[src/rtl/qam_symbol_packer.sv]
// ============================================================================
// Module      : qam_symbol_packer
// Description : Packs 2-bit hard-decision QAM symbols from an Avalon-ST sink
//               into packetised output words (sop/eop/empty) on an Avalon-ST
//               source, counting symbols that arrive outside a packet.
// Revision    : 1.0 - initial release
// ============================================================================
`default_nettype none

module qam_symbol_packer #(
  parameter int SYM_W         = 2,
  parameter int SYMS_PER_WORD = 4,
  parameter int MSB_FIRST     = 1,
  parameter int EMPTY_W       = 2
) (
  input  logic                           clock_clk,
  input  logic                           reset_reset_n,
  input  logic [SYM_W-1:0]               asi_in0_data,
  input  logic                           asi_in0_valid,
  output logic                           asi_in0_ready,
  input  logic                           asi_in0_startofpacket,
  input  logic                           asi_in0_endofpacket,
  output logic [SYM_W*SYMS_PER_WORD-1:0] aso_out0_data,
  output logic                           aso_out0_valid,
  input  logic                           aso_out0_ready,
  output logic                           aso_out0_startofpacket,
  output logic                           aso_out0_endofpacket,
  output logic [EMPTY_W-1:0]             aso_out0_empty,
  output logic [15:0]                    stat_drop_cnt
);

  localparam int OUT_W = SYM_W * SYMS_PER_WORD;

  localparam logic [0:0]         c_ST_IDLE   = 1'b0;
  localparam logic [0:0]         c_ST_IN_PKT = 1'b1;
  localparam logic [EMPTY_W-1:0] c_LAST_SLOT = EMPTY_W'(SYMS_PER_WORD - 1);
  localparam logic [EMPTY_W-1:0] c_ONE       = EMPTY_W'(1);

  logic [0:0]         state_q, state_d;
  logic [OUT_W-1:0]   acc_q, acc_d;
  logic [EMPTY_W-1:0] slot_q, slot_d;
  logic               first_q, first_d;
  logic [OUT_W-1:0]   data_q, data_d;
  logic               valid_q, valid_d;
  logic               sop_q, sop_d;
  logic               eop_q, eop_d;
  logic [EMPTY_W-1:0] empty_q, empty_d;
  logic [15:0]        drop_q, drop_d;

  logic               w_accept;
  logic               w_take;
  logic [EMPTY_W-1:0] w_idx;
  logic               w_first;
  logic               w_word_done;
  logic [OUT_W-1:0]   w_word;
  logic [15:0]        w_drop_inc;
  logic [16:0]        w_drop_sum;
  logic [OUT_W-1:0]   w_slot_word [SYMS_PER_WORD];

  // Sink ready is held low while reset is asserted, not just after it.
  assign asi_in0_ready = reset_reset_n & (~valid_q | aso_out0_ready);
  assign w_accept      = asi_in0_valid & asi_in0_ready;

  // A sop beat always lands in slot 0, restarting any partial word.
  assign w_take      = w_accept & ((state_q == c_ST_IN_PKT) | asi_in0_startofpacket);
  assign w_idx       = asi_in0_startofpacket ? '0 : slot_q;
  assign w_first     = asi_in0_startofpacket | first_q;
  assign w_word_done = asi_in0_endofpacket | (w_idx == c_LAST_SLOT);
  assign w_word      = (asi_in0_startofpacket ? '0 : acc_q) | w_slot_word[w_idx];

  for (genvar k = 0; k < SYMS_PER_WORD; k++) begin : g_slot
    if (MSB_FIRST != 0) begin : g_msb
      assign w_slot_word[k] = {{(OUT_W-SYM_W){1'b0}}, asi_in0_data} << (OUT_W - (k + 1) * SYM_W);
    end else begin : g_lsb
      assign w_slot_word[k] = {{(OUT_W-SYM_W){1'b0}}, asi_in0_data} << (k * SYM_W);
    end
  end

  always_ff @(posedge clock_clk or negedge reset_reset_n) begin
    if (!reset_reset_n) begin
      state_q <= c_ST_IDLE;
    end else begin
      state_q <= state_d;
    end
  end

  always_comb begin
    state_d = state_q;
    if (w_take) begin
      if (w_word_done && asi_in0_endofpacket) begin
        state_d = c_ST_IDLE;
      end else begin
        state_d = c_ST_IN_PKT;
      end
    end
  end

  always_comb begin
    acc_d      = acc_q;
    slot_d     = slot_q;
    first_d    = first_q;
    data_d     = data_q;
    valid_d    = valid_q;
    sop_d      = sop_q;
    eop_d      = eop_q;
    empty_d    = empty_q;
    w_drop_inc = '0;

    if (valid_q && aso_out0_ready) begin
      valid_d = 1'b0;
      sop_d   = 1'b0;
      eop_d   = 1'b0;
      empty_d = '0;
    end

    if (w_accept && !w_take) begin
      w_drop_inc = 16'd1;
    end

    if (w_take) begin
      // A sop arriving mid-packet abandons the symbols already gathered.
      if (asi_in0_startofpacket && (state_q == c_ST_IN_PKT)) begin
        w_drop_inc = {{(16-EMPTY_W){1'b0}}, slot_q};
      end
      if (w_word_done) begin
        data_d  = w_word;
        valid_d = 1'b1;
        sop_d   = w_first;
        eop_d   = asi_in0_endofpacket;
        empty_d = asi_in0_endofpacket ? (c_LAST_SLOT - w_idx) : '0;
        acc_d   = '0;
        slot_d  = '0;
        first_d = 1'b0;
      end else begin
        acc_d   = w_word;
        slot_d  = w_idx + c_ONE;
        first_d = w_first;
      end
    end
  end

  assign w_drop_sum = {1'b0, drop_q} + {1'b0, w_drop_inc};
  assign drop_d     = w_drop_sum[16] ? 16'hFFFF : w_drop_sum[15:0];

  always_ff @(posedge clock_clk or negedge reset_reset_n) begin
    if (!reset_reset_n) begin
      acc_q   <= '0;
      slot_q  <= '0;
      first_q <= 1'b0;
      data_q  <= '0;
      valid_q <= 1'b0;
      sop_q   <= 1'b0;
      eop_q   <= 1'b0;
      empty_q <= '0;
      drop_q  <= '0;
    end else begin
      acc_q   <= acc_d;
      slot_q  <= slot_d;
      first_q <= first_d;
      data_q  <= data_d;
      valid_q <= valid_d;
      sop_q   <= sop_d;
      eop_q   <= eop_d;
      empty_q <= empty_d;
      drop_q  <= drop_d;
    end
  end

  assign aso_out0_data          = data_q;
  assign aso_out0_valid         = valid_q;
  assign aso_out0_startofpacket = sop_q;
  assign aso_out0_endofpacket   = eop_q;
  assign aso_out0_empty         = empty_q;
  assign stat_drop_cnt          = drop_q;

endmodule

`default_nettype wire
[config.mk]
export PLATFORM = sky130hd
export DESIGN_NAME = qam_symbol_packer
export DESIGN_NICKNAME = d
export VERILOG_FILES = /design/src/rtl/qam_symbol_packer.sv
export SDC_FILE = /design/constraint.sdc
export NUM_CORES = 1
export LEC_CHECK = 0
export ABC_CLOCK_PERIOD_IN_PS = 3100
export BUFFER_PORTS_ARGS = -buffer_cell sky130_fd_sc_hd__buf_2
export CAP_MARGIN = 20
export CORE_MARGIN = 2
export CORE_UTILIZATION = 41
export DETAILED_ROUTE_END_ITERATION = 8
export MAX_ROUTING_LAYER = met4
export PLACE_DENSITY = 0.72
export RECOVER_POWER = 100
export SETUP_SLACK_MARGIN = 0.5
export SLEW_MARGIN = 20
export SYNTH_ARGS = -nofsm -noshare
export SYNTH_HDL_FRONTEND = slang
export SYNTH_SLANG_ARGS = --single-unit
[constraint.sdc]
create_clock -name clock_clk -period 3.1 [get_ports clock_clk]
set_input_delay 0.31 -clock clock_clk [delete_from_list [all_inputs] [get_ports clock_clk]]
set_output_delay 0.31 -clock clock_clk [all_outputs]
set_load 0.05 [all_outputs]
==> metrics.md, run 1 <==
| Metric | Value |
|---|---|
| Run status | finished, final reports clean |
| Slew Viols, Final | 0 |
| Vias in the first global route | 1477 |
| Clk sink count | a little over 40 |
| Final antenna-violating net count | 0 |
| Synth top area cells | dfrtp_1 (52%), nand2_1 (5.7%), a21oi_1 (3.8%) |
| Pleak | 0.990 nW |
| GPL Wtd Cong | roughly 0.8 |
| Post-Synthesis Net Count | 205 |
| Cell with the most instances after synthesis | dfrtp_1 |
| RSZ-0062 raised after global routing | false |
| Detailed Place HPWL | approximately 3000 um |
| Global-route wire length before repair | 7000 um |
| Final count of hold timing violations | 0 |
| Crit end category | flop |
| #FFs+latches synth | 41 |
| Synthesized area per cell | just over 10 um^2 |
| Area of the multi-input gates | 871 um^2 |
| Internal power | between 0.8 and 0.9 mW |
| Share of cells above drive strength 1 | about an eighth |
| Synth Warn # | 0 |
| Finished Layout Cells | between 200 and 300 |
| Max-cap violations | 0 |
| Worst VDD drop | 0.314 mV |
| DR vias/cell | 5.40 |
| Buf/Inv on CP | 2 |
| Crit start category | flop |
| Power Density | 656 nW/um^2 |
| Placement Rows | 25 |
| Slew @ Worst Pin | 1.07 ns |
| Register Area | 1030 um^2 |
| Area Overhead vs Synth | 13.5% |
| Die width | 73.4 um |
| Reg clk slew, reported paths | 0.08 ns |
| Worst setup path class | reg2reg |
| Part of the power in registers | 46.7% |
| # fillers | about 460 |
| Avg WL per Cell | 14.4 um |
| Post-synth EDFFs | 0 |
| H-tree depth | 2 |
| CP Max Fanout | 6 |
| Total number of vias | 1550 |
| Clk_lat worst skew | 0.29 ns |
| Critical path data arrival time | 2.77 ns |
| Initial DRC count | 165 |
| Post-route DRC | 0 |
| Switch share | 40.8% |
| PortBufs | 37 |
| Final min period | 2.59 ns |
| Clock buffer depth | 2 |
| Tightest Hold Check Type | in2async |
| Ant. Diodes | 0 |
| Fmax | 386 MHz |
| Fin crit share | approximately 84% |
| All-Layer GR Usage | 17.5% |
| Setup Skew | 0.00554 ns |
| Ys async rst share | 100% |
| Top FF cell, synth | dfrtp_1 |
| GR Overflow Total | 0 |
| DRT Pass-1 Iters | 5 |
| Crit path largest cell delay | around 0.46 ns |
| Commonest cells in the netlist | dfrtp_1 (41), nand2_1 (30), a21oi_1 (15) |
| Largest net degree at the start of global routing | 44 |
| CTS tree | done |
| Clk root buf | clkbuf_8 |
| Comb pwr share | around 30% |
| Final setup viols | 0 |
| Nets | 244 |
| CP required | between 3 and 4 ns |
| Relative slew margins | 28.4% |
| Detailed Route WL | 4150 um |
| Clk pwr share | 22.5% |
| Core Region | 4690 um^2 |
| Gate Count Post-Synth | just under 200 |
| Initial antenna violation count | 0 |
| Initial Util | between 40 and 50% |
| Die area | approximately 5400 um^2 |
| Worst path top cell family by delay | simple AND/OR/NAND/NOR gates |
| TNS Setup | 0 ns |
| Switch Pwr | 0.600 mW |
| Die H | approximately 73 um |
| Synthesized cell area | 1980 um^2 |
| Top cell type's share of synthesized area | 51.9% |
| Cell taking the most area after synthesis | dfrtp_1 |
| Unique masters post-synth | 44 |
| Hold Buf Count CTS | 0 |
| Placed Area | around 2200 um^2 |
| Sequential element share of the synthesized area | between 50% and 60% |
| Slowest CP cell | fa_1 |
| Cts bufs inserted | 5 |
| Cells along the critical path | nand2b_4 -> and3_1 -> and2_0 -> ha_1 -> inv_1 -> fa_1 -> nor4_1 -> buf_4 -> nand2_1 -> mux2_4 |
| Dpl cells | 277 |
| Io pins | 38 |
| Fin area | around 2200 um^2 |
[layer usage]
metal,global-route usage (%),routed length [um],up-vias
li1,-,-,766
met3,3.43,133,7
met5,-,0,-
met4,7.47,46,0
met2,26.3,1960,31
met1,23.1,2000,746
[cell families after synthesis]
family	share of synthesized area, %
AO/OA/AOI/OAI	17.3
adder cells (fa/ha/maj)	2.91
flip-flops	51.9
AND/OR/NAND/NOR	19.6
multiplexers	1.90
buffers and inverters	3.35
XOR/XNOR	3.10
[state kept, by name, summed over array words and instances, names as in the netlist]
signal	cells
aso_out0_valid	1
acc_q	8
aso_out0_startofpacket	1
first_q	1
state_q	1
slot_q	2
aso_out0_data	8
aso_out0_endofpacket	1
aso_out0_empty	2
stat_drop_cnt	16
[power by group through the flow]
stage	Sequential, mW	Clock [mW]	Combinational (mW)
2_1_floorplan	0.897	0	0.148
4_1_cts	0.685	0.347	0.482
3_5_place_dp	0.693	0	0.482
6_report	0.687	0.331	0.453
5_1_grt	0.698	0.372	0.494
3_3_place_gp	0.692	0	0.474
[worst reg2reg max path: cells and delay by family, from the launching register on]
family                   cells  cell delay (ns)
adder cells (fa/ha/maj)      2             0.63
buffers and inverters        2             0.26
AND/OR/NAND/NOR              5             0.87
multiplexers                 1             0.30
flip-flops                   1             0.43
[placed cells by master, fill, tap and decap left out, types with 7 or more instances in the layout]
cell type  count
clkbuf_1      33
o31ai_1        7
nand2_1       31
nor2b_1        7
a21oi_1       15
o21ai_0       15
dfrtp_1       40
nor2_1         9
[metrics by stage]
stage               utilization, %  total power, mW  setup WS, ns  hold slack, ns
finish                        47.8             1.47         0.508           0.174
global route                  47.8             1.56         0.313           0.209
CTS                           49.3             1.51         0.506           0.130
detailed placement            47.1             1.18         0.366           0.452
global placement              47.1             1.17         0.500           0.452
floorplan                        -             1.04         0.521          0.0144
[final cells by class]
| class | count | area share (%) |
|---|---|---|
| multi-input combinational | 138 | 38.8 |
| tap | 54 | 3.01 |
| sequential | 41 | 45.8 |
| clock inverter | 2 | 0.446 |
| clock buffer | 6 | 3.23 |
| timing repair buffer | 42 | 8.03 |
| inverter | 4 | 0.669 |
[worst paths after layout]
check | start | end | slack, ns | depth (start not counted)
setup / recovery | aso_out0_valid | stat_drop_cnt[12] | 0.51 | 10
min in group clock_clk | asi_in0_endofpacket | state_q | 0.27 | 2
hold reg to reg | acc_q[5] | acc_q[5] | 0.48 | 2
setup reg to reg | aso_out0_valid | stat_drop_cnt[12] | 0.51 | 10
max in group asynchronous | reset_reset_n | aso_out0_valid | 2.52 | 2
hold / removal | reset_reset_n | aso_out0_data[2] | 0.17 | 2
[what timing repair did]
action                                  in CTS  in global routing
gates resized for setup                      1                  3
setup buffers                                2                  0
endpoints found under the setup margin      12                 16
pin swaps                                    1                  0
Power figures use the tool's default switching activity.
==> run 2: changes to the inputs <==
Settings changed: ABC_AREA from default to 1, ABC_CLOCK_PERIOD_IN_PS 3100 to 2300, PLACE_DENSITY 0.72 to 0.74.
Clock period 3.1 ns to 2.3 ns, I/O delays scaled along.
==> metrics.md, run 2 <==
| Metric | Value |
|---|---|
| Area Overhead vs Synth | 23.7% |
| Synthesized area per cell | 7.88 um^2 (-23%) |
| Share of cells above drive strength 1 | 18.9% (+6.5 points) |
| Nets | 344 (+41%) |
| Pleak | 1.40 nW (+41%) |
| Fin crit share | 90.5% (+6.9 points) |
| Hold Buf Count CTS | 0 (unchanged) |
| Post-Synth Adder-Cell Area | 2.66% (-0.25 points) |
| Slew @ Worst Pin | 1.01 ns (-0.0675 ns) |
| Slowest CP cell | dfrtp_2 |
| Initial Util | 42.4% (+0.27 points) |
| R2R Setup Slk | 0.22 ns (-0.29 ns) |
| DR vias/cell | 4.91 (-9.1%) |
| Total number of vias | 1979 (+28%) |
| Most common library cell in the layout ignoring fill and taps | nand2_1 |
| RSZ-0062 raised after global routing | true |
| Detailed Place HPWL | 3510 um (+19%) |
| Commonest non-fill, non-tap cells in the layout | nand2_1 (97), dfrtp_1 (40), clkbuf_1 (32) |
| Global-route wire length before repair | 8830 um (+26%) |
| Synthesized cell area | 2170 um^2 (+9.6%) |
| Initial DRC count | 185 (+12%) |
| Detailed Route WL | 5230 um (+26%) |
| Ys async rst share | 100% (unchanged) |
| Max-cap violations | 0 (unchanged) |
| Simple-Gate Fraction of Synth Area | 37.2% (+18 points) |
| Placement Rows | 26 (+4.0%) |
| GR Overflow Total | 0 (unchanged) |
| Core Region | 5110 um^2 (+8.9%) |
| Stages on the worst setup path | 12 (+2) |
| Top cell type's share of synthesized area | 47.4% (-4.5 points) |
| Reg-to-reg startpoint | aso_out0_valid |
| Final count of hold timing violations | 0 (unchanged) |
| Synth Warn # | 0 (unchanged) |
| Fin area | 2680 um^2 (+19%) |
| Tightest Hold Check Type | in2reg |
| Power Density | 846 nW/um^2 (+29%) |
| Post-route DRC | 0 (unchanged) |
| Switch Pwr | 0.905 mW (+51%) |
| Die width | 76.7 um (+4.4%) |
| PortBufs | 37 (unchanged) |
| Die area | 5880 um^2 (+9.0%) |
| Placed Area | 2460 um^2 (+11%) |
| Switch share | 39.9% (-0.88 points) |
| Post-Synthesis Net Count | 287 (+40%) |
| H-tree depth | 2 (unchanged) |
| Final setup viols | 0 (unchanged) |
| Critical path data arrival time | 2.31 ns (-0.46 ns) |
| Cells along the critical path | nand2_4 -> nand3_4 -> a21oi_2 -> ha_1 -> inv_1 -> fa_2 -> nor2_1 -> nand2_2 -> inv_2 -> nand3_4 -> buf_6 -> nand3_1 |
| Synth top area cells | dfrtp_1 (47%), nand2_1 (17%), nand3_1 (6.7%) |
| Cell with the most instances after synthesis | nand2_1 |
| Run status | finished, final reports clean |
| GPL Wtd Cong | 0.889 (+12%) |
| Worst R2R End | stat_drop_cnt[6] |
| Worst r2r path cells | 12 (+2) |
| Mux cell area share after synthesis | 0% (-1.9 points) |
| Hold path start | aso_out0_ready |
| Clk sink count | 41 (unchanged) |
| Initial antenna violation count | 0 (unchanged) |
| Vias in the first global route | 1927 (+30%) |
| Combinational family with the most area after synthesis | simple AND/OR/NAND/NOR gates |
| DRT Pass-1 Iters | 4 (-1) |
| Buf/Inv on CP | 3 (+1) |
| Die H | 76.7 um (+4.4%) |
| CP required | 2.53 ns (-0.75 ns) |
| Largest net degree at the start of global routing | 43 (-2.3%) |
| Gate Count Post-Synth | 275 (+42%) |
| Worst path top cell family by delay | simple AND/OR/NAND/NOR gates |
| Reg clk slew, reported paths | 0.08 ns (about the same) |
| Area fraction in compound gates after synthesis | 3.47% (-14 points) |
| Unique masters post-synth | 24 (-45%) |
| Fmax | 480 MHz (+25%) |
| Crit start category | flop |
| TNS Setup | 0 ns (unchanged) |
| Clock buffer depth | 2 (unchanged) |
| CP Max Fanout | 6 (unchanged) |
| Clk pwr share | 26.7% (+4.2 points) |
| # fillers | 494 (+6.7%) |
| Worst setup path class | reg2reg |
| CTS tree | done |
| Clk root buf | clkbuf_8 |
| Final min period | 2.08 ns (-0.511 ns) |
| Post-Synth XOR/XNOR Area | 2.02% (-1.1 points) |
| Final antenna-violating net count | 0 (unchanged) |
| Comb pwr share | 31.7% (+0.9 points) |
| Crit. Startpoint | aso_out0_valid |
| Avg WL per Cell | 13.0 um (-10%) |
| Cell taking the most area after synthesis | dfrtp_1 |
| Worst setup endpoint | stat_drop_cnt[6] |
| Cts bufs inserted | 5 (unchanged) |
| Crit path largest cell delay | 0.42 ns (-0.04 ns) |
| Commonest cells in the netlist | nand2_1 (97), dfrtp_1 (41), nand3_1 (29) |
| Clk_lat worst skew | 0.29 ns (about the same) |
| Final core utilization | 52.4% (+4.6 points) |
| Sequential element share of the synthesized area | 47.4% (-4.5 points) |
| Setup Skew | 0.00757 ns (+0.00203 ns) |
| Part of the power in registers | 41.6% (-5.1 points) |
| Top FF cell, synth | dfrtp_1 |
| Internal power | 1.36 mW (+56%) |
| Crit end category | flop |
| All-Layer GR Usage | 19.4% (+1.9 points) |
| Overall power | 2.27 mW (+54%) |
| Post-synth EDFFs | 0 (unchanged) |
| Ant. Diodes | 0 (unchanged) |
| Largest register FFs | 16 (unchanged) |
| Relative slew margins | 32.9% (+4.5 points) |
| Worst VDD drop | 0.375 mV (+19%) |
| Most Frequent Cell on Critical Path | nand3_4 |
| Io pins | 38 (unchanged) |
| Slew Viols, Final | 0 (unchanged) |
| #FFs+latches synth | 41 (unchanged) |
[run 2: cell count changes after synthesis, moves of 8 or more]
cell	change
a21oi_1	-14
inv_1	+24
nand2_1	+67
nand2_2	+8
nand3_1	+28
nor2_1	+11
[run 2: timing repair]
item | CTS | global route
setup buffers | 9 | 4
gates cloned | 0 | 0
setup endpoints to repair | 19 | 30
pin swaps | 9 | 3
resized for setup | 11 | 7
[run 2: cells by family (layout without fill, tap and decap cells)]
logic type,after synthesis,in the layout
flip-flops,41,41
buffers and inverters,36,94
XOR/XNOR,5,5
AO/OA/AOI/OAI,14,14
adder cells (fa/ha/maj),4,4
AND/OR/NAND/NOR,175,175
[run 2: area by class of cell]
class                   instances  area [um^2]  share of cell area (%)
multi-input cells             198         1050                    39.0
flip-flops and latches         41         1030                    38.3
repair buffers                 54          282                    10.5
inverters                      32          120                    4.48
well taps                      70         87.6                    3.27
clock buffers                   7         86.3                    3.22
clock inverters                 1         30.0                    1.12
[run 2: worst min path at each step]
| stage | end | slack [ns] | cells past startpoint |
|---|---|---|---|
| after floorplan | acc_q[0] | -0.07 | 0 |
| after global placement | acc_q[0] | 0.42 | 2 |
| after detailed placement | acc_q[0] | 0.43 | 2 |
| after CTS | acc_q[0] | 0.11 | 2 |
| after global routing | acc_q[4] | 0.28 | 4 |
| final | aso_out0_valid | 0.24 | 4 |
[run 2: per-stage QoR]
stage / cells / setup slack [ns] / hold slack, ns
final: 403 / 0.218 / 0.236
after CTS: 399 / 0.314 / 0.109
after global placement: 382 / 0.158 / 0.422
after detailed placement: 382 / 0.0726 / 0.426
after global routing: 403 / 0.0813 / 0.277
after floorplan: 275 / 0.171 / -0.0656
[run 2: metal layers]
metal | wire length, um | up-vias | track usage [%]
met5 | 0 | - | -
met4 | 59 | 0 | 6.55
met3 | 332 | 5 | 4.12
met2 | 2520 | 63 | 30.9
met1 | 2320 | 941 | 24.7
li1 | - | 970 | -
[run 2: worst register-to-register path, delay by kind of cell (launching register included)]
kind | cells | cell delay, ns
adder cells (fa/ha/maj) | 2 | 0.52
flip-flops | 1 | 0.42
AND/OR/NAND/NOR | 6 | 0.63
buffers and inverters | 3 | 0.32
AO/OA/AOI/OAI | 1 | 0.11
[run 2: power groups by stage]
| stage | sequential, mW | combinational (mW) | clock (mW) |
|---|---|---|---|
| floorplan | 1.24 | 0.245 | 0 |
| global placement | 0.945 | 0.706 | 0 |
| detailed placement | 0.947 | 0.718 | 0 |
| CTS | 0.940 | 0.745 | 0.612 |
| global route | 0.960 | 0.779 | 0.642 |
| finish | 0.942 | 0.719 | 0.604 |
==> run 3: changes to the inputs <==
Settings changed: ABC_AREA 1 to default, GPL_TIMING_DRIVEN from default to 0.
==> metrics.md, run 3 (synthesis gave the netlist of run 1 again) <==
| Metric | Value |
|---|---|
| Post-route DRC | 0 (unchanged) |
| Hold Path Depth | 2 (-2) |
| Area Overhead vs Synth | 30.8% |
| Vias in the first global route | 1610 (-16%) |
| Core Region | 4690 um^2 (-8.1%) |
| Die area | 5390 um^2 (-8.3%) |
| Commonest non-fill, non-tap cells in the layout | clkbuf_1 (38), dfrtp_1 (38), nand2_1 (24) |
| Placed Area | 2230 um^2 (-9.0%) |
| Clk_lat worst skew | 0.29 ns (about the same) |
| Final setup viols | 0 (unchanged) |
| Fmax | 455 MHz (-5.2%) |
| Slew Viols, Final | 0 (unchanged) |
| Dpl cells | 284 (-26%) |
| Hold Path End | state_q |
| Worst path top cell family by delay | simple AND/OR/NAND/NOR gates |
| Worst VDD drop | 0.402 mV (+7.3%) |
| Largest net degree at the start of global routing | 42 (-2.3%) |
| Max-cap violations | 0 (unchanged) |
| Critical path data arrival time | 2.37 ns (+0.06 ns) |
| Avg WL per Cell | 15.3 um (+18%) |
| Worst r2r path cells | 11 (-1) |
| Crit end category | flop |
| R2R Setup Slk | 0.10 ns (-0.11 ns) |
| Relative slew margins | 30.2% (-2.7 points) |
| GPL Wtd Cong | 0.793 (-11%) |
| Register Area | 1030 um^2 (+0.24%) |
| Placement Rows | 25 (-3.8%) |
| Largest register FFs | 16 (unchanged) |
| Clock buffer depth | 2 (unchanged) |
| Worst setup path class | reg2reg |
| TNS Setup | 0 ns (unchanged) |
| Share of cells above drive strength 1 | 28.1% (+9.2 points) |
| Die width | 73.4 um (-4.2%) |
| Tightest Hold Check Type | in2reg |
| Initial Util | 42.1% (-0.27 points) |
| H-tree depth | 2 (unchanged) |
| Finished Layout Cells | 310 (-23%) |
| # fillers | 439 (-11%) |
| Area of the multi-input gates | 1010 um^2 (-3.3%) |
| All-Layer GR Usage | 19.2% (-0.16 points) |
| Total number of vias | 1705 (-14%) |
| CP required | 2.48 ns (-0.05 ns) |
| PortBufs | 37 (unchanged) |
| Run status | finished, final reports clean |
| Clk root buf | clkbuf_8 |
| Detailed Route WL | 4750 um (-9.3%) |
| Ant. Diodes | 0 (unchanged) |
| Setup Skew | 0.00697 ns (-0.000607 ns) |
| Hold path start | asi_in0_endofpacket |
| Buf/Inv on CP | 3 (unchanged) |
| Detailed Place HPWL | 3010 um (-14%) |
| Slowest CP cell | dfrtp_2 |
| Overall power | 2.23 mW (-1.4%) |
| Cells along the critical path | nand2b_4 -> and3_4 -> buf_6 -> and2_4 -> ha_4 -> inv_2 -> fa_2 -> buf_4 -> nor4b_4 -> xnor2_1 -> nand2_1 |
| DR vias/cell | 5.50 (+12%) |
| CTS tree | done |
| Fin area | 2590 um^2 (-3.5%) |
| DP Worst Slack | -0.781 ns (-0.854 ns) |
| Crit start category | flop |
| Reg-to-reg startpoint | aso_out0_valid |
| Cts bufs inserted | 5 (unchanged) |
| Initial DRC count | 116 (-37%) |
| Global-route wire length before repair | 7670 um (-13%) |
| Io pins | 38 (unchanged) |
| RSZ-0062 raised after global routing | true |
| CP Max Fanout | 4 (-2) |
| Slew @ Worst Pin | 1.05 ns (+0.0399 ns) |
| DRT Pass-1 Iters | 4 (unchanged) |
| Nets | 267 (-22%) |
| Final min period | 2.20 ns (+0.114 ns) |
| Pleak | 1.16 nW (-17%) |
| Worst R2R End | stat_drop_cnt[8] |
| Crit path largest cell delay | 0.43 ns (about the same) |
| Clk sink count | 41 (unchanged) |
| Reg clk slew, reported paths | 0.08 ns (about the same) |
| Initial antenna violation count | 0 (unchanged) |
| Fin crit share | 95.5% (+5.0 points) |
| GR Overflow Total | 0 (unchanged) |
| Die H | 73.4 um (-4.2%) |
| Final count of hold timing violations | 0 (unchanged) |
| Final antenna-violating net count | 0 (unchanged) |
| Power Density | 864 nW/um^2 (+2.2%) |
| Setup ws final | 0.104 ns (-0.114 ns) |
run 3: cell types whose count changed in the layout (fill, tap and decap cells not counted), moves of 7 or more:
| cell | change |
|---|---|
| nand2_1 | -73 |
| inv_1 | -27 |
| nand3_1 | -26 |
| a21oi_1 | +13 |
| nor2_1 | -10 |
| o31ai_1 | +7 |
run 3: power by group:
| part | total, mW | internal [mW] | switching [mW] | leakage [nW] |
|---|---|---|---|---|
| sequential | 0.920 | 0.829 | 0.0907 | 0.541 |
| combinational | 0.715 | 0.193 | 0.522 | 0.556 |
| clock | 0.600 | 0.354 | 0.246 | 0.0585 |
run 3: worst max-delay path by stage:
stage                     slack [ns]                 to           start  depth (start not counted)
final                           0.10   stat_drop_cnt[8]  aso_out0_valid                         11
after global routing           -0.01   stat_drop_cnt[8]  aso_out0_valid                         11
after CTS                      -0.03  stat_drop_cnt[12]  aso_out0_valid                         11
after detailed placement       -0.78  stat_drop_cnt[12]   reset_reset_n                         10
after global placement         -0.73  stat_drop_cnt[12]   reset_reset_n                         10
after floorplan                -0.14  stat_drop_cnt[12]  aso_out0_valid                         10
run 3: area by class of cell:
type	instances	area share [%]
Buffer	10	2.18
Clock buffer	7	3.34
Clock inverter	1	1.16
Inverter	4	0.581
Multi-Input combinational cell	138	39.1
Sequential cell	41	39.8
Tap cell	54	2.61
Timing Repair Buffer	55	11.2
run 3: repair_timing:
| action | in CTS | in global routing |
|---|---|---|
| setup endpoints to repair | 36 | 31 |
| gates cloned | 1 | 0 |
| resized for setup | 20 | 27 |
| buffers inserted | 10 | 5 |
| pin swaps | 3 | 7 |
| hold buffers | 2 | 0 |
| hold endpoints to repair | 41 | 0 |
run 3: per-stage QoR:
| step | util (%) | hold WS, ns |
|---|---|---|
| 3_3_place_gp | 47.6 | 0.425 |
| 6_report | 55.1 | 0.155 |
| 4_1_cts | 54.2 | 0.154 |
| 5_1_grt | 55.1 | 0.160 |
| 3_5_place_dp | 47.6 | 0.437 |
| 2_1_floorplan | - | -0.0656 |
run 3: routing by layer:
layer / routed length [um] / GRT usage (%) / vias to the layer above
met3: 221 / 4.53 / 7
met4: 49 / 5.45 / 0
met5: 0 / - / -
li1: - / - / 813
met2: 2410 / 31.2 / 37
met1: 2070 / 24.1 / 848
